`src/rtl/margin_argmin_scan_if.sv`:
```
// Sample-in / result-out bundle for margin_argmin_scan; slave is the scan stage,
// master is whoever feeds samples and consumes the result.
interface margin_argmin_scan_if #(
  parameter int DATA_WIDTH  = 16,
  parameter int IDX_WIDTH   = 16,
  parameter int MAX_SAMPLES = 512
);
  localparam int CW = $clog2(MAX_SAMPLES) + 1;

  logic                  in_valid;
  logic                  in_ready;
  logic [DATA_WIDTH-1:0] in_top1;
  logic [DATA_WIDTH-1:0] in_top2;
  logic [IDX_WIDTH-1:0]  in_idx;
  logic                  in_last;
  logic                  out_valid;
  logic                  out_ready;
  logic [IDX_WIDTH-1:0]  out_idx;
  logic [DATA_WIDTH-1:0] out_margin;
  logic [CW-1:0]         out_count;

  modport slave (
    input  in_valid, in_top1, in_top2, in_idx, in_last, out_ready,
    output in_ready, out_valid, out_idx, out_margin, out_count
  );

  modport master (
    output in_valid, in_top1, in_top2, in_idx, in_last, out_ready,
    input  in_ready, out_valid, out_idx, out_margin, out_count
  );
endinterface

```
`src/rtl/margin_argmin_scan.sv`:
```
// Per-frame argmin of |top1-top2|; result valid 2 cycles after the last sample is accepted.
// Input is stalled (in_ready=0) outside SCAN; the result is held in DONE until out_ready.
module margin_argmin_scan #(
  parameter int DATA_WIDTH  = 16,
  parameter int IDX_WIDTH   = 16,
  parameter int MAX_SAMPLES = 512
) (
  input  logic                  clk,
  input  logic                  rst,
  input  logic                  start,
  output logic                  busy,
  margin_argmin_scan_if.slave   bus
);
  localparam int CW = $clog2(MAX_SAMPLES) + 1;

  typedef enum logic [1:0] {IDLE, SCAN, DRAIN, DONE} state_t;

  state_t                state_q, state_d;
  logic                  s1_vld_q, s1_vld_d;
  logic [DATA_WIDTH-1:0] s1_m_q, s1_m_d;
  logic [IDX_WIDTH-1:0]  s1_idx_q, s1_idx_d;
  logic                  s1_last_q, s1_last_d;
  logic                  s2_last_q, s2_last_d;
  logic                  seen_q, seen_d;
  logic [DATA_WIDTH-1:0] min_margin_q, min_margin_d;
  logic [IDX_WIDTH-1:0]  min_idx_q, min_idx_d;
  logic [CW-1:0]         count_q, count_d;
  logic                  accept;

  assign accept = bus.in_valid && (state_q == SCAN);

  always_comb begin
    state_d      = state_q;
    s1_vld_d     = accept;
    s1_m_d       = s1_m_q;
    s1_idx_d     = s1_idx_q;
    s1_last_d    = s1_last_q;
    s2_last_d    = s1_vld_q && s1_last_q;
    seen_d       = seen_q;
    min_margin_d = min_margin_q;
    min_idx_d    = min_idx_q;
    count_d      = count_q;

    if (accept) begin
      s1_m_d    = (bus.in_top1 >= bus.in_top2) ? bus.in_top1 - bus.in_top2
                                               : bus.in_top2 - bus.in_top1;
      s1_idx_d  = bus.in_idx;
      s1_last_d = bus.in_last;
    end

    // Strict compare keeps the earliest sample on ties; the first sample always loads.
    if (s1_vld_q) begin
      if (!seen_q || (s1_m_q < min_margin_q)) begin
        min_margin_d = s1_m_q;
        min_idx_d    = s1_idx_q;
      end
      seen_d = 1'b1;
      if (count_q != CW'(MAX_SAMPLES)) count_d = count_q + 1'b1;
    end

    case (state_q)
      IDLE: begin
        if (start) begin
          state_d      = SCAN;
          seen_d       = 1'b0;
          min_margin_d = '0;
          min_idx_d    = '0;
          count_d      = '0;
        end
      end
      SCAN:    if (accept && bus.in_last) state_d = DRAIN;
      DRAIN:   if (s2_last_q)             state_d = DONE;
      DONE:    if (bus.out_ready)         state_d = IDLE;
      default: state_d = IDLE;
    endcase
  end

  always_ff @(posedge clk) begin
    if (rst) begin
      state_q      <= IDLE;
      s1_vld_q     <= 1'b0;
      s1_m_q       <= '0;
      s1_idx_q     <= '0;
      s1_last_q    <= 1'b0;
      s2_last_q    <= 1'b0;
      seen_q       <= 1'b0;
      min_margin_q <= '0;
      min_idx_q    <= '0;
      count_q      <= '0;
    end else begin
      state_q      <= state_d;
      s1_vld_q     <= s1_vld_d;
      s1_m_q       <= s1_m_d;
      s1_idx_q     <= s1_idx_d;
      s1_last_q    <= s1_last_d;
      s2_last_q    <= s2_last_d;
      seen_q       <= seen_d;
      min_margin_q <= min_margin_d;
      min_idx_q    <= min_idx_d;
      count_q      <= count_d;
    end
  end

  assign bus.in_ready   = (state_q == SCAN);
  assign bus.out_valid  = (state_q == DONE);
  assign busy           = (state_q != IDLE);
  assign bus.out_idx    = min_idx_q;
  assign bus.out_margin = min_margin_q;
  assign bus.out_count  = count_q;
endmodule

```
`src/flat_wrapper.sv`:
```
// flat-port wrapper written by rule: the top's interface ports become plain ports
module margin_argmin_scan_flat 
#(
  parameter int DATA_WIDTH  = 16,
  parameter int IDX_WIDTH   = 16,
  parameter int MAX_SAMPLES = 512
)
  (clk, rst, start, busy, bus_in_valid, bus_in_top1, bus_in_top2, bus_in_idx, bus_in_last, bus_out_ready, bus_in_ready, bus_out_valid, bus_out_idx, bus_out_margin, bus_out_count);
  margin_argmin_scan_if #(.DATA_WIDTH(DATA_WIDTH), .IDX_WIDTH(IDX_WIDTH), .MAX_SAMPLES(MAX_SAMPLES)) bus_i ();
  input  logic clk;
  input  logic rst;
  input  logic start;
  output logic busy;
  input wire logic [$bits(bus_i.in_valid)-1:0] bus_in_valid;
  input wire logic [$bits(bus_i.in_top1)-1:0] bus_in_top1;
  input wire logic [$bits(bus_i.in_top2)-1:0] bus_in_top2;
  input wire logic [$bits(bus_i.in_idx)-1:0] bus_in_idx;
  input wire logic [$bits(bus_i.in_last)-1:0] bus_in_last;
  input wire logic [$bits(bus_i.out_ready)-1:0] bus_out_ready;
  output wire logic [$bits(bus_i.in_ready)-1:0] bus_in_ready;
  output wire logic [$bits(bus_i.out_valid)-1:0] bus_out_valid;
  output wire logic [$bits(bus_i.out_idx)-1:0] bus_out_idx;
  output wire logic [$bits(bus_i.out_margin)-1:0] bus_out_margin;
  output wire logic [$bits(bus_i.out_count)-1:0] bus_out_count;
  assign bus_i.in_valid = bus_in_valid;
  assign bus_i.in_top1 = bus_in_top1;
  assign bus_i.in_top2 = bus_in_top2;
  assign bus_i.in_idx = bus_in_idx;
  assign bus_i.in_last = bus_in_last;
  assign bus_i.out_ready = bus_out_ready;
  assign bus_in_ready = bus_i.in_ready;
  assign bus_out_valid = bus_i.out_valid;
  assign bus_out_idx = bus_i.out_idx;
  assign bus_out_margin = bus_i.out_margin;
  assign bus_out_count = bus_i.out_count;
  margin_argmin_scan #(.DATA_WIDTH(DATA_WIDTH), .IDX_WIDTH(IDX_WIDTH), .MAX_SAMPLES(MAX_SAMPLES)) u_core (.clk(clk), .rst(rst), .start(start), .busy(busy), .bus(bus_i));
endmodule
```
`config.mk`:
```
export PLATFORM = sky130hd
export DESIGN_NAME = margin_argmin_scan_flat
export DESIGN_NICKNAME = d
export VERILOG_FILES = /design/src/rtl/margin_argmin_scan_if.sv /design/src/rtl/margin_argmin_scan.sv /design/src/flat_wrapper.sv
export SDC_FILE = /design/constraint.sdc
export NUM_CORES = 1
export LEC_CHECK = 0
export CAP_MARGIN = 40
export CELL_PAD_IN_SITES_DETAIL_PLACEMENT = 0
export CELL_PAD_IN_SITES_GLOBAL_PLACEMENT = 1
export CORE_MARGIN = 2
export CORE_UTILIZATION = 35
export DETAILED_ROUTE_END_ITERATION = 7
export PLACE_DENSITY = 0.76
export SETUP_SLACK_MARGIN = 0.5
export SYNTH_ARGS = -nofsm -noshare
export SYNTH_HDL_FRONTEND = slang
export SYNTH_SLANG_ARGS = --single-unit
export TNS_END_PERCENT = 1
```
`constraint.sdc`:
```
create_clock -name clk -period 3 [get_ports clk]
set_input_delay 0.6 -clock clk [delete_from_list [all_inputs] [get_ports clk]]
set_output_delay 0.6 -clock clk [all_outputs]
set_load 0.02 [all_outputs]
```
**Word-level counts from Yosys, hierarchy flattened**

Cells that the tools add are included.

- Register bits after elaboration: 80
- Bits of input ports: 54
- Output and inout bits: 45
- Logic and storage cells: 52

- $add $sub $neg: 3
- Order comparisons: 2
- Equality and inequality tests: 8
- Mux-type cells: 21
- Reductions and logical operators: 8

Operators with widths:

| cell | number |
|---|---|
| two-way mux 16 bit | 9 |
| two-way mux 10 bit | 4 |
| subtractor 16 bit | 2 |
| >= comparator 16 bit | 1 |
| < comparator 16 bit | 1 |
| adder 10 x 1 -> 10 bit (second input constant) | 1 |
| != test 10 bit (second input constant) | 1 |
| two-way mux 2 bit | 4 |
| case mux 2 bit (4 select lines) | 1 |
| equality test 2 bit (second input constant) | 2 |
| != test 2 x 1 -> 1 bit (second input constant) | 2 |
| != test 2 bit (second input constant) | 2 |
| AND reduction 4 bit | 1 |
| logical AND 1 bit | 3 |
| two-way mux 1 bit | 3 |
| equality test 2 x 1 -> 1 bit (second input constant) | 1 |
| logical NOT 2 bit | 1 |
| nonzero test 2 bit | 1 |
| logical NOT 1 bit | 1 |
| logical OR 1 bit | 1 |

**Logic depth before layout (Yosys ltp)**

Gate-level depths: netlist of the first run.

- Depth after elaboration: 6
- Depth in mapped cells: 12

**Worst setup path after synthesis of the first run**

No wires, ideal clock.

- Path type: input port to flip-flop
- Start: input port bus_in_top2[13]
- End: register u_core.s1_m_q[12]
- Setup time: 0.060 ns
- Arrival time: 2.966 ns
- Path slack: -0.027 ns
- Cell stages on the path: 11
- Path buffers: 1
- Cell sequence: inv_1 -> ha_1 -> clkbuf_1 -> nand4_1 -> a2111oi_0 -> o31ai_1 -> o211ai_2 -> mux2_4 -> or3_1 -> a2111oi_2 -> a311o_1

- Word-level cells in the longest chain between the ends: 2

RTL lines:

| what | line | source |
|---|---|---|
| start: declaration | flat_wrapper.sv:16 | `input wire logic [$bits(bus_i.in_top2)-1:0] bus_in_top2;` |
| >= comparator 16 bit | margin_argmin_scan.sv:45 | `s1_m_d = (bus.in_top1 >= bus.in_top2) ? bus.in_top1 - bus.in_top2` |
| two-way mux 16 bit | margin_argmin_scan.sv:45 |  |
| end signal: assignment | margin_argmin_scan.sv:93 | `s1_m_q <= s1_m_d;` |
| end: declaration | margin_argmin_scan.sv:20 | `logic [DATA_WIDTH-1:0] s1_m_q, s1_m_d;` |

Every way passes these cells.
A chain may end at the register's enable or synchronous reset.

**Final worst setup path of the first run**

- Start: input port bus_in_top2[11]
- End: register u_core.s1_m_q[12]

- Word-level cells in the longest chain between the ends: 2
- Elaborated cells on any way between the ends: 4
- Classes of those cells: add/sub (2); order compare (1); mux (1)

RTL lines:

| what | line | source |
|---|---|---|
| subtractor 16 bit (tied with other cells) | margin_argmin_scan.sv:46 | `: bus.in_top2 - bus.in_top1;` |
| two-way mux 16 bit * | margin_argmin_scan.sv:45 |  |

Every way passes the cells marked *; elsewhere a longest branch is shown, timed or not.

==> results of run 1 <==
stage by stage:
stage / instance area [sq um] / TNS, ns / hold slack (ns) / total power [mW] / worst slack, ns
floorplan: 5090 / 0 / 0.410 / 2.07 / 0.161
global placement: 6680 / -3.45 / 0.431 / 2.49 / -0.393
detailed placement: 6680 / -4.31 / 0.438 / 2.53 / -0.505
CTS: 7280 / 0 / 0.445 / 3.73 / 0.300
global route: 7410 / 0 / 0.472 / 4.02 / 0.270
finish: 7410 / 0 / 0.444 / 3.78 / 0.356
flip-flops by register name, indices dropped and copies added (netlist names):
name / cells
u_core.bus.out_idx: 16
u_core.s1_m_q: 16
u_core.bus.out_margin: 16
u_core.state_q: 2
u_core.bus.out_count: 10
u_core.s2_last_q: 1
u_core.seen_q: 1
u_core.s1_vld_q: 1
u_core.s1_idx_q: 16
u_core.s1_last_q: 1
cell usage in the layout, fill, tap and decap left out, drive strengths merged, types with 3 or more instances in the layout:
master,count
clkdlybuf4s50,66
dfxtp,80
xnor2,11
nand4,9
ha,53
a221oi,3
xor2,10
a21oi,48
o21bai,3
inv,66
clkbuf,19
a211oi,17
or3,4
nor2,70
nand2b,3
o21a,4
nand3,4
o22ai,4
a21o,16
nand2,58
clkdlybuf4s15,3
dlygate4sd2,7
mux2i,43
nor3b,6
o21ai,11
buf,101
nor3,8
a31oi,3
and3,4
o31ai,3
cells by family (layout without fill, tap and decap cells):
group,after synthesis,in the layout,synth area share [%]
AOI/OAI and AO/OA,125,125,16.8
and+or+nand+nor,173,173,15.5
muxes,45,45,9.32
adders and majority gates,55,55,14.3
DFF,80,80,32.7
buffers and inverters,94,266,7.56
xor gates and xnor gates,21,21,3.75
worst min path at each step:
stage / start / endpoint
after floorplan: u_core.s1_last_q$_SDFFE_PP0P_ / u_core.s2_last_q$_SDFF_PP0_
after global placement: u_core.s1_last_q$_SDFFE_PP0P_ / u_core.s2_last_q$_SDFF_PP0_
after detailed placement: u_core.s1_last_q$_SDFFE_PP0P_ / u_core.s2_last_q$_SDFF_PP0_
after CTS: u_core.s1_last_q$_SDFFE_PP0P_ / u_core.s2_last_q$_SDFF_PP0_
after global routing: u_core.s1_last_q$_SDFFE_PP0P_ / u_core.s2_last_q$_SDFF_PP0_
final: u_core.s1_last_q$_SDFFE_PP0P_ / u_core.s2_last_q$_SDFF_PP0_
routing by layer:
metal / global-route usage [%] / part of all wire (%) / wire (um) / vias up
li1: - / - / - / 2355
met5: 0 / 0 / 0 / -
met2: 31.2 / 50 / 6620 / 96
met1: 21.5 / 45 / 5880 / 2127
met3: 2.83 / 4.0 / 531 / 7
met4: 4.53 / 0.94 / 123 / 0
layout make-up:
cell class | count | area (sq um) | area share [%]
multi-input cells | 419 | 3340 | 45.1
repair buffers | 185 | 1670 | 22.6
flip-flops and latches | 80 | 1600 | 21.6
inverters | 65 | 254 | 3.43
clock buffers | 11 | 253 | 3.41
well taps | 180 | 225 | 3.04
clock inverters | 5 | 63.8 | 0.861
worst max-delay path: stages:
cell       delay (ns)
buf_8            0.07
inv_4            0.03
ha_4             0.27
nand4_1          0.20
a2111oi_4        0.33
o31ai_2          0.11
o211ai_2         0.11
mux2_4           0.33
or3_4            0.41
a2111oi_4        0.30
a311o_1          0.15
repair_timing:
item | CTS | global route
pin swaps | 28 | 28
buffers inserted | 8 | 6
hold buffers | 0 | 0
setup endpoints to repair | 47 | 45
resized for setup | 115 | 58
gates cloned | 0 | 2
report_power, final:
group | total, mW | internal (mW) | switching (mW)
Clock | 1.13 | 0.695 | 0.433
Sequential | 1.24 | 1.16 | 0.0777
Combinational | 1.41 | 0.683 | 0.731
Total | 3.78 | 2.54 | 1.24
==> out/qor_table.md, run 1 <==
| Item | Reported |
|---|---|
| Most numerous cell in the Yosys netlist | dfxtp_1 |
| Clock tree from TritonCTS | built |
| Vias in the first global route | 4495 |
| Floorplan core area | 0.0138 sq mm |
| Startpoint type of the worst setup path | primary input |
| Final #Nets | 869 |
| Number of design-rule violations left by the first detailed-router iteration | 174 |
| Gate count of the mapped netlist | 593 |
| Post-DR wirelength/cell | 13.9 um |
| Skew-Pair Late Insertion Delay | 0.33 ns |
| Final Cycle Share | 88.1% |
| Min-delay worst type | register to register |
| Combined global-route utilization of all metal layers | 17.4% |
| Standby leakage power | 3.01 nW |
| Number of flops mapped to enable cells by yosys | 0 |
| Clk Tree Root Cell | clkbuf_16 |
| Minimum clock period after layout | 2.64 ns |
| Fraction of the core area covered by cells at the end of the flow | 53.8% |
| Highest net fanout along the worst path | 4 |
| # placed instances | 913 |
| Most instantiated cells after synthesis | dfxtp_1 (80), nor2_1 (70), inv_1 (65) |
| Worst hold path cell count | 2 |
| Synthesized cell area | 0.00490 sq mm |
| Number of inserted filler cells in the final layout | 1332 |
| Max capacitance violation total | 0 |
| Gp weighted congestion | 0.892 |
| Largest cells by area after synthesis | dfxtp_1 (33%), ha_1 (14%), mux2i_1 (8.8%) |
| Number of placed I/O pins | 99 |
| Register-to-register setup slack | 0.41 ns |
| Endpoint of the most critical setup path | u_core.s1_m_q[12]$_SDFFE_PP0P_ |
| Unrepaired setup endpoints after global routing | true |
| Port bufs | 98 |
| Number of placement rows | 43 |
| Post-detailed-routing wire length | 13200 um |
| Via/cell ratio | 4.85 |
| Number of warning messages in the yosys log | 0 |
| First-pass GRT wire length | 21000 um |
| Sequential element share of the synthesized area | 32.7% |
| Number of cells on the worst reg-to-reg path | 12 |
| Count of H-tree levels built during CTS | 3 |
| Die boundary width | 122 um |
| Launch point of the worst path | bus_in_top2[11] |
| Register clock-pin slew on the reported worst setup and hold paths | 0.06 ns |
| CTS Buf Count | 9 |
| Antenna Violating Nets Remaining | 0 |
| Fraction of final layout cells with drive strength greater than 1 | 24.7% |
| Worst rel slew slack | 67.0% |
| HPWL after DPL | 9650 um |
| Highest clock frequency the design can meet | 378 MHz |
| Initial Util | 35.6% |
| Number of hold violations in the final report | 0 |
| DRC violation count after routing | 0 |
| CP endpoint kind | register |
| Leading area contributor after synthesis | dfxtp_1 |
| Number of standard cells in the final layout excluding fillers | 945 |
| Run status | completed |
| Maximum number of pins on one net before global-route repair | 44 |
| Total number of clock tree sinks | 80 |
| DRT Pass-1 Iters | 4 |
| Number of setup violations in the final report | 0 |
| Area growth, synth to finish | 51.2% |
| Sum of overflow across all layers after global routing | 0 |
| Transition time of the tightest slew-check pin | 0.488 ns |
| Antenna cells | 0 |
| Data required time of the worst path | 3.28 ns |
| Power density normalized to cell area | 510 mW/mm^2 |
| Library cells used by synthesis | 52 |
| Number of nets produced by synthesis | 702 |
| Floorplan die area | 0.0150 sq mm |
| FF+latch count, synth | 80 |
| Primary FF master, synth | dfxtp_1 |
| Async set-or-reset flop fraction in the synthesized netlist | 0% |
| Via total after detailed routing | 4585 |
| Worst-case clock buffer depth | 2 |
| Mean instance size in the synthesized netlist | 8.26 sq um |
| Arrival time worst endpoint | 2.93 ns |
| Max rail drop VDD | 234 uV |
| Number of slew-limit violations in the final report | 0 |
| Yosys top cell area share | 32.7% |
| Clock tree skew after final layout | 0.00801 ns |
| Worst flop-to-flop path endpoint | u_core.bus.out_margin[9]$_SDFF_PP0_ |
| Type of the worst setup path | primary input to register |
| Reg2reg start | u_core.bus.out_margin[9]$_SDFF_PP0_ |
| Initial antenna violation count | 0 |
| Height of the die | 122 um |
(Power assumes the default switching activity.)
==> run 2, diff against run 1 <==
- CTS_BUF_LIST: unset -> sky130_fd_sc_hd__clkbuf_16
==> out/qor_table.md, run 2 (same netlist as run 1, synthesis figures left out) <==
| Item | Reported | Change |
|---|---|---|
| Run status | completed |  |
| DRT Pass-1 Iters | 4 | unchanged |
| Critical Path, Cell by Cell | buf_8, inv_4, ha_4, nand4_1, a2111oi_4, o31ai_2, o211ai_2, mux2_4, or3_4, a2111oi_4, a311o_1 |  |
| Hold-fix buffers, CTS | 0 | unchanged |
| First-pass GRT wire length | 21000 um | -0.27% |
| Worst-case clock buffer depth | 2 | unchanged |
| Clock tree from TritonCTS | built |  |
| Maximum number of pins on one net before global-route repair | 44 | unchanged |
| Via/cell ratio | 4.89 | +0.79% |
| Vias in the first global route | 4492 | -0.067% |
| Number of inserted filler cells in the final layout | 1333 | +0.075% |
| Type of the worst setup path | primary input to register |  |
| Fraction of the core area covered by cells at the end of the flow | 53.6% | -0.22 points |
| Unrepaired setup endpoints after global routing | true |  |
| Floorplan die area | 0.0150 sq mm | unchanged |
| HPWL after DPL | 9650 um | unchanged |
| Delay of the slowest critical-path stage | 0.41 ns | about the same |
| Slowest cell on crit path | or3_4 |  |
| Power density normalized to cell area | 504 mW/mm^2 | -1.1% |
| Final Cycle Share | 88.2% | about the same |
| Post-detailed-routing wire length | 13200 um | +0.35% |
| Worst rel slew slack | 67.0% | unchanged |
| Final standard cell area without fillers | 0.00738 sq mm | -0.41% |
| Number of placed I/O pins | 99 | unchanged |
| Most common cell after layout, fill and taps aside | dfxtp_1 |  |
| Gp weighted congestion | 0.892 | unchanged |
| Standby leakage power | 3.00 nW | -0.44% |
| Count of H-tree levels built during CTS | 3 | unchanged |
| Height of the die | 122 um | unchanged |
| Via total after detailed routing | 4621 | +0.79% |
| Clock tree skew after final layout | 0.00591 ns | -0.00210 ns |
| CTS Buf Count | 9 | unchanged |
| Transition time of the tightest slew-check pin | 0.488 ns | +0.000000119 ns |
| Max rail drop VDD | 227 uV | -2.8% |
| M1 GR Usage | 21.5% | about the same |
| Die boundary width | 122 um | unchanged |
| Number of hold violations in the final report | 0 | unchanged |
| Most frequent cells in the layout | dfxtp_1 (79), buf_4 (75), nor2_1 (70) |  |
| Skew-Pair Late Insertion Delay | 0.33 ns | about the same |
| Initial Util | 35.6% | unchanged |
| Initial antenna violation count | 0 | unchanged |
| Sum of overflow across all layers after global routing | 0 | unchanged |
| Number of design-rule violations left by the first detailed-router iteration | 174 | unchanged |
| Number of setup violations in the final report | 0 | unchanged |
| Arrival time worst endpoint | 2.93 ns | about the same |
| Area after DPL | 0.00668 sq mm | unchanged |
| Final #Nets | 869 | unchanged |
| Met2 track utilization from global routing | 31.0% | -0.17 points |
| Highest clock frequency the design can meet | 378 MHz | about the same |
| Area growth, synth to finish | 50.6% |  |
| Fraction of final layout cells with drive strength greater than 1 | 24.3% | -0.39 points |
| Port bufs | 98 | unchanged |
| Startpoint type of the worst setup path | primary input |  |
| Cell occurring most often along the worst timing path | a2111oi_4 |  |
| Global routing usage on met3 | 2.83% | unchanged |
| DRC violation count after routing | 0 | unchanged |
| Buffers and inverters on the worst path | 2 | unchanged |
| Number of slew-limit violations in the final report | 0 | unchanged |
| Antenna Violating Nets Remaining | 0 | unchanged |
| Number of placement rows | 43 | unchanged |
| Clk Tree Root Cell | clkbuf_16 |  |
| Post-DR wirelength/cell | 14.0 um | +0.35% |
| Max capacitance violation total | 0 | unchanged |
| Layer carrying the most global-route usage | met2 |  |
| CP delay by family, top | compound AO/OA/AOI/OAI gates |  |
| Highest net fanout along the worst path | 4 | unchanged |
| Min-delay worst type | register to register |  |
| Antenna cells | 0 | unchanged |
| Setup TNS after final layout | 0 ns | unchanged |
| Data required time of the worst path | 3.28 ns | about the same |
| Combined global-route utilization of all metal layers | 17.3% | -0.051 points |
| Register clock-pin slew on the reported worst setup and hold paths | 0.06 ns | about the same |
| Total number of clock tree sinks | 80 | unchanged |
| Floorplan core area | 0.0138 sq mm | unchanged |
| Minimum clock period after layout | 2.64 ns | +0.000520 ns |
| CP endpoint kind | register |  |
-- run 2: cell type report --
cell class / instances / area [sq um] / share of cell area (%)
flip-flops and latches: 80 / 1600 / 21.7
repair buffers: 185 / 1670 / 22.6
clock buffers: 9 / 225 / 3.05
clock inverters: 7 / 71.3 / 0.966
inverters: 65 / 254 / 3.44
multi-input cells: 419 / 3330 / 45.2
well taps: 180 / 225 / 3.05
-- run 2: metal layers --
| layer | share of wire, % | wire, um | vias to the layer above |
|---|---|---|---|
| li1 | - | - | 2358 |
| met1 | 45 | 5890 | 2164 |
| met2 | 50 | 6640 | 91 |
| met3 | 4.1 | 546 | 8 |
| met4 | 0.93 | 123 | 0 |
| met5 | 0 | 0 | - |
-- run 2: worst min-delay path, cell delays in order, from the launching register on --
cell	delay, ns
dfxtp_1	0.31
nand2_1	0.06
nor2_1	0.04
-- run 2: report_power, final --
part | switching (mW) | internal (mW)
Sequential | 0.0776 | 1.16
Clock | 0.433 | 0.644
Combinational | 0.730 | 0.679
-- run 2: worst paths after layout --
check                                           end  slack (ns)  cells after the start                                 from
hold / removal          u_core.s2_last_q$_SDFF_PP0_        0.44                      2        u_core.s1_last_q$_SDFFE_PP0P_
setup / recovery     u_core.s1_m_q[12]$_SDFFE_PP0P_        0.36                     11                      bus_in_top2[11]
hold reg to reg         u_core.s2_last_q$_SDFF_PP0_        0.44                      2        u_core.s1_last_q$_SDFFE_PP0P_
setup reg to reg  u_core.bus.out_idx[14]$_SDFF_PP0_        0.38                     12  u_core.bus.out_margin[9]$_SDFF_PP0_
-- run 2: repair_timing --
action,CTS,global route
setup buffers,8,6
endpoints found under the setup margin,47,45
pin swaps,28,28
cloned,0,2
gates resized for setup,115,56
-- run 2: stage by stage --
| stage | power (mW) | setup WS (ns) | instances | hold WS [ns] |
|---|---|---|---|---|
| floorplan | 2.07 | 0.161 | 593 | 0.410 |
| finish | 3.72 | 0.355 | 945 | 0.445 |
| CTS | 3.67 | 0.300 | 937 | 0.445 |
| detailed placement | 2.53 | -0.505 | 913 | 0.438 |
| global placement | 2.49 | -0.393 | 913 | 0.431 |
| global route | 3.96 | 0.251 | 945 | 0.472 |
==> RTL change 1: new RTL, flow settings as in run 2 <==
`DATA_WIDTH` is set to 16 in 3 places; all go to 32.
--- a/src/rtl/margin_argmin_scan_if.sv
+++ b/src/rtl/margin_argmin_scan_if.sv
@@ -1,7 +1,7 @@
 // Sample-in / result-out bundle for margin_argmin_scan; slave is the scan stage,
 // master is whoever feeds samples and consumes the result.
 interface margin_argmin_scan_if #(
-  parameter int DATA_WIDTH  = 16,
+  parameter int DATA_WIDTH  = 32,
   parameter int IDX_WIDTH   = 16,
   parameter int MAX_SAMPLES = 512
 );
--- a/src/rtl/margin_argmin_scan.sv
+++ b/src/rtl/margin_argmin_scan.sv
@@ -1,7 +1,7 @@
 // Per-frame argmin of |top1-top2|; result valid 2 cycles after the last sample is accepted.
 // Input is stalled (in_ready=0) outside SCAN; the result is held in DONE until out_ready.
 module margin_argmin_scan #(
-  parameter int DATA_WIDTH  = 16,
+  parameter int DATA_WIDTH  = 32,
   parameter int IDX_WIDTH   = 16,
   parameter int MAX_SAMPLES = 512
 ) (
--- a/src/flat_wrapper.sv
+++ b/src/flat_wrapper.sv
@@ -1,7 +1,7 @@
 // flat-port wrapper written by rule: the top's interface ports become plain ports
 module margin_argmin_scan_flat 
 #(
-  parameter int DATA_WIDTH  = 16,
+  parameter int DATA_WIDTH  = 32,
   parameter int IDX_WIDTH   = 16,
   parameter int MAX_SAMPLES = 512
 )
Interface: changed (resized bus_in_top1, bus_in_top2 and bus_out_margin); port bits go from 99 to 147. No check against the original RTL was run, so the function may have changed too.
==> RTL change 1 against run 2 <==
The run now ends with negative setup slack left. Highest routed layer unchanged. Worst setup slack got worse by 400 ps. Critical path depth grew 3. Sequential power grew 44%. Critical endpoint unchanged. Hold slack improved by 8.1 ps. Synthesized cell count grew 99%. Area after synthesis rose by 80%. Critical path type unchanged. Final area rose by 89%. Fmax down 13%. Clock skew rose by 3.2 ps. Total power up 61%. Routed wire length rose by 130%. Sequential cell count is 32 higher.
==> RTL change 1: results (changes against run 2) <==
\begin{tabular}{lr}
\hline
Metric & Value \\
\hline
\multicolumn{2}{l}{\textbf{Layout}} \\
\quad Number of nets in the final layout & 1,742 (was 869) \\
\quad Final Instance Count excl. Fillers & 1,888 (was 945) \\
\multicolumn{2}{l}{\textbf{STA}} \\
\quad Rel. slew slack & 45.1\% (was 67.0\%) \\
\quad Count of endpoints failing setup in the final report & 9 (was 0) \\
\quad Worst hold slack & 453 ps (was 445 ps) \\
\quad Final worst slack & -48.4 ps (was 355 ps) \\
\multicolumn{2}{l}{\textbf{Global routing}} \\
\quad Number of global-route vias before repair & 9,392 (was 4,492) \\
\quad Global routing usage on met3 & 2.52\% (was 2.83\%) \\
\quad Global-route wire length before repair & 48,300 um (was 21,000 um) \\
\multicolumn{2}{l}{\textbf{Placed design}} \\
\quad Cell area after placement & 12,400 um2 (was 6680 um2) \\
\quad Worst setup slack after placement & -1060 ps (was -505 ps) \\
\quad Detailed-placement wirelength estimate & 23,300 um (was 9650 um) \\
\quad Placer's final routability congestion estimate & 0.962 (was 0.892) \\
\multicolumn{2}{l}{\textbf{Run status}} \\
\quad Result of the run & finished, violations left (was complete, no violations) \\
\quad Violations in the final reports & negative setup slack \\
\multicolumn{2}{l}{\textbf{Worst setup path}} \\
\quad Highest-delay cell along the critical path & sky130\_fd\_sc\_hd\_\_fa\_2 (was sky130\_fd\_sc\_hd\_\_or3\_4) \\
\quad Logic depth of the worst register-to-register path & 11 (was 12) \\
\multicolumn{2}{l}{\textbf{Worst hold path}} \\
\quad Worst Hold End & u\_core.s1\_idx\_q[0] (was u\_core.s2\_last\_q) \\
\multicolumn{2}{l}{\textbf{Clock network}} \\
\quad Clock latency of the later-clocked register in the worst-skew pair & 350 ps (was 330 ps) \\
\quad Number of setup buffers added after CTS & 23 (was 8) \\
\multicolumn{2}{l}{\textbf{Pwr}} \\
\quad Share of total power in sequential cells & 29.7\% (was 33.2\%) \\
\quad Proportion of total power due to net switching & 38.6\% (was 33.3\%) \\
\multicolumn{2}{l}{\textbf{Routing}} \\
\quad Number of search-and-repair iterations in the first detailed-routing pass & 5 (was 4) \\
\quad Routed WL & 30,500 um (was 13,200 um) \\
\multicolumn{2}{l}{\textbf{Yosys}} \\
\quad Cell count after synthesis & 1,182 (was 593) \\
\hline
\end{tabular}
RTL change 1: changes by cell type after synthesis, moves of 10 or more:
cell                       before  now
sky130_fd_sc_hd__clkbuf_1      19   46
sky130_fd_sc_hd__ha_1          53  101
sky130_fd_sc_hd__o21bai_1       3   13
sky130_fd_sc_hd__inv_1         65  117
sky130_fd_sc_hd__nand3_1        4   66
sky130_fd_sc_hd__nand2_1       58   85
sky130_fd_sc_hd__a21o_1        16   37
sky130_fd_sc_hd__nand4_1        9   28
sky130_fd_sc_hd__dfxtp_1       80  112
sky130_fd_sc_hd__o21ai_0        9  108
sky130_fd_sc_hd__mux2i_1       43   13
sky130_fd_sc_hd__a21oi_1       48  156
RTL change 1: worst max-delay path by stage:
| stage | from | end | slack (ps) | cells after the start |
|---|---|---|---|---|
| 2_1_floorplan | bus_in_top1[0] | u_core.s1_m_q[3] | -180 | 12 |
| 3_3_place_gp | bus_in_top1[0] | u_core.s1_m_q[3] | -850 | 13 |
| 3_5_place_dp | bus_in_top1[0] | u_core.s1_m_q[4] | -1060 | 14 |
| 4_1_cts | bus_in_top1[0] | u_core.s1_m_q[12] | -150 | 13 |
| 5_1_grt | bus_in_top1[0] | u_core.s1_m_q[12] | -90 | 14 |
| 6_report | bus_in_top1[0] | u_core.s1_m_q[12] | -50 | 14 |
RTL change 1: cells by family after synthesis:
kind of cell,after synthesis,synth area share (%)
AO/OA/AOI/OAI,415,28.9
XOR/XNOR,30,2.97
adder cells (fa/ha/maj),103,14.8
buffers and inverters,190,8.69
flip-flops,112,25.4
multiplexers,16,1.90
AND/OR/NAND/NOR,316,17.4
RTL change 1: cell type report:
type	instances	area [um2]
clock buffers	9	225
clock inverters	7	72.6
fillers	2388	11000
inverters	118	445
multi-input cells	881	6880
flip-flops and latches	112	2250
well taps	330	413
repair buffers	431	3680
==> RTL change 2: new RTL, config.mk and constraints of run 2 <==
Without the edit above. Make the reset (`rst`) asynchronous in one clocked block.
--- a/src/rtl/margin_argmin_scan.sv
+++ b/src/rtl/margin_argmin_scan.sv
@@ -75,7 +75,7 @@
     endcase
   end
 
-  always_ff @(posedge clk) begin
+  always_ff @(posedge clk or posedge rst) begin
     if (rst) begin
       state_q      <= IDLE;
       s1_vld_q     <= 1'b0;
Function: differs if rst is asserted again (counterexample within 4 cycles, from zero or initial values and one cycle with rst high); with rst held inactive, the same outputs for 10 cycles.
==> RTL change 2 against run 2 <==
Area after synthesis grew 7.2%. Critical endpoint is now u_core.bus.out_idx[13]. Sequential cell count is the same. Die area grew 6.9%. Worst setup slack lost 10 ps. Final area grew 3.5%. Hold slack gained 40 ps. Final cell count shrank 4.0%. Highest routed layer unchanged. Routed wire length grew 1.3%. Global-route usage shrank 0.42 points.
Power is not compared: it rests on default switching activity, and its combinational part moved more than twofold at a synthesized area within 25%.
==> RTL change 2: results (changes against run 2) <==
\begin{tabular}{lr}
\hline
Metric & Value \\
\hline
\multicolumn{2}{l}{\textbf{Yosys}} \\
\quad Ranking of synthesized cells by area & sky130\_fd\_sc\_hd\_\_dfrtp\_1, sky130\_fd\_sc\_hd\_\_ha\_1, sky130\_fd\_sc\_hd\_\_mux2i\_1 (was sky130\_fd\_sc\_hd\_\_dfxtp\_1, sky130\_fd\_sc\_hd\_\_ha\_1, sky130\_fd\_sc\_hd\_\_mux2i\_1) \\
\quad Post-synthesis cell type count & 57 (was 52) \\
\quad Cell count after synthesis & 551 (was 593) \\
\multicolumn{2}{l}{\textbf{Routing}} \\
\quad Initial drt markers & 161 (was 174) \\
\quad Detailed-routed wire length on met3 & 590 um (was 546 um) \\
\quad Routed WL & 13,400 um (was 13,200 um) \\
\quad Met1 Wirelength & 6090 um (was 5890 um) \\
\multicolumn{2}{l}{\textbf{Global routing}} \\
\quad Number of global-route vias before repair & 4,702 (was 4,492) \\
\quad Met2 Usage GRT & 28.9\% (was 31.0\%) \\
\quad Global routing usage on met3 & 2.99\% (was 2.83\%) \\
\quad Met1 Track Usage GR & 21.4\% (was 21.5\%) \\
\quad Global-route wire length before repair & 22,200 um (was 21,000 um) \\
\multicolumn{2}{l}{\textbf{Placed design}} \\
\quad Placer's final routability congestion estimate & 0.881 (was 0.892) \\
\quad Detailed-placement wirelength estimate & 9840 um (was 9650 um) \\
\quad Worst setup slack after placement & -401 ps (was -505 ps) \\
\quad \# placed instances & 877 (was 913) \\
\multicolumn{2}{l}{\textbf{Run status}} \\
\quad Result of the run & complete, no violations (unchanged) \\
\multicolumn{2}{l}{\textbf{Worst setup path}} \\
\quad Worst reg2reg setup slack & 350 ps (was 380 ps) \\
\quad Critical path peak fanout & 8 (was 4) \\
\quad Highest-delay cell along the critical path & sky130\_fd\_sc\_hd\_\_dfrtp\_1 (was sky130\_fd\_sc\_hd\_\_or3\_4) \\
\quad Worst R2R Start & u\_core.s1\_m\_q[9] (was u\_core.bus.out\_margin[9]) \\
\quad Logic depth of the worst register-to-register path & 11 (was 12) \\
\multicolumn{2}{l}{\textbf{Layout}} \\
\quad Number of nets in the final layout & 827 (was 869) \\
\quad Ratio of cells with drive above 1 in the final layout & 23.8\% (was 24.3\%) \\
\multicolumn{2}{l}{\textbf{STA}} \\
\quad Rel. slew slack & 65.1\% (was 67.0\%) \\
\quad Post-Route Skew & 6.24 ps (was 5.91 ps) \\
\hline
\end{tabular}
## RTL change 2: cell count changes after synthesis, moves of 17 or more
cell | run 2 | this run
sky130_fd_sc_hd__a21oi_1 | 48 | 20
sky130_fd_sc_hd__dfrtp_1 | 0 | 80
sky130_fd_sc_hd__dfxtp_1 | 80 | 0
sky130_fd_sc_hd__mux2_2 | 0 | 17
sky130_fd_sc_hd__nand2_1 | 58 | 40
sky130_fd_sc_hd__nor2_1 | 70 | 53
## RTL change 2: repair_timing
action,CTS,global route
setup endpoints to repair,47,47
buffers inserted,11,2
hold buffers,0,0
pin swaps,32,10
gates cloned,1,0
gates resized for setup,73,14
## RTL change 2: worst max path at each step
stage | slack (ps) | start | to | cells after the start
after floorplan | 360 | bus_in_top2[8] | u_core.s1_m_q[14] | 11
after global placement | -310 | bus_in_top1[0] | u_core.s1_m_q[14] | 11
after detailed placement | -400 | bus_in_top1[0] | u_core.s1_m_q[9] | 12
after CTS | 350 | u_core.s1_m_q[9] | u_core.bus.out_idx[4] | 11
after global routing | 230 | u_core.s1_m_q[9] | u_core.bus.out_idx[13] | 11
final | 350 | u_core.s1_m_q[9] | u_core.bus.out_idx[13] | 11
## RTL change 2: layout make-up
cell class | instances | area (um2)
Fill cell | 1362 | 6950
Multi-Input combinational cell | 388 | 3190
Sequential cell | 80 | 2000
Timing Repair Buffer | 181 | 1650
Tap cell | 184 | 230
Clock buffer | 9 | 225
Inverter | 58 | 221
Clock inverter | 7 | 120
## RTL change 2: power by group through the flow
stage	sequential [mW]	clock, mW	combinational [mW]
floorplan	2.04	0	1.48
global placement	1.86	0	2.62
detailed placement	1.89	0	2.69
CTS	1.86	1.29	2.86
global route	1.93	1.34	3.19
finish	1.86	1.26	2.91
## RTL change 2: cells by family after synthesis
| family | Yosys count | synth area share [%] |
|---|---|---|
| AND/OR/NAND/NOR | 140 | 12.3 |
| AO/OA/AOI/OAI | 115 | 14.7 |
| buffers and inverters | 83 | 6.65 |
| flip-flops | 80 | 38.1 |
| multiplexers | 61 | 12.0 |
| adder cells (fa/ha/maj) | 55 | 13.4 |
| XOR/XNOR | 17 | 2.83 |
## RTL change 2: through the flow
stage | hold WS, ps | cell area [um2]
finish | 484 | 7640
global route | 530 | 7640
CTS | 496 | 7570
detailed placement | 483 | 6880
global placement | 454 | 6880
floorplan | 438 | 5270
## RTL change 2: critical path: cells and delay by family, from the launching register on
| kind | cells | cell delay [ps] |
|---|---|---|
| adders and majority gates | 1 | 260 |
| DFF | 1 | 420 |
| AOI/OAI and AO/OA | 6 | 1260 |
| muxes | 1 | 210 |
| and+or+nand+nor | 1 | 50 |
| buffers and inverters | 2 | 320 |
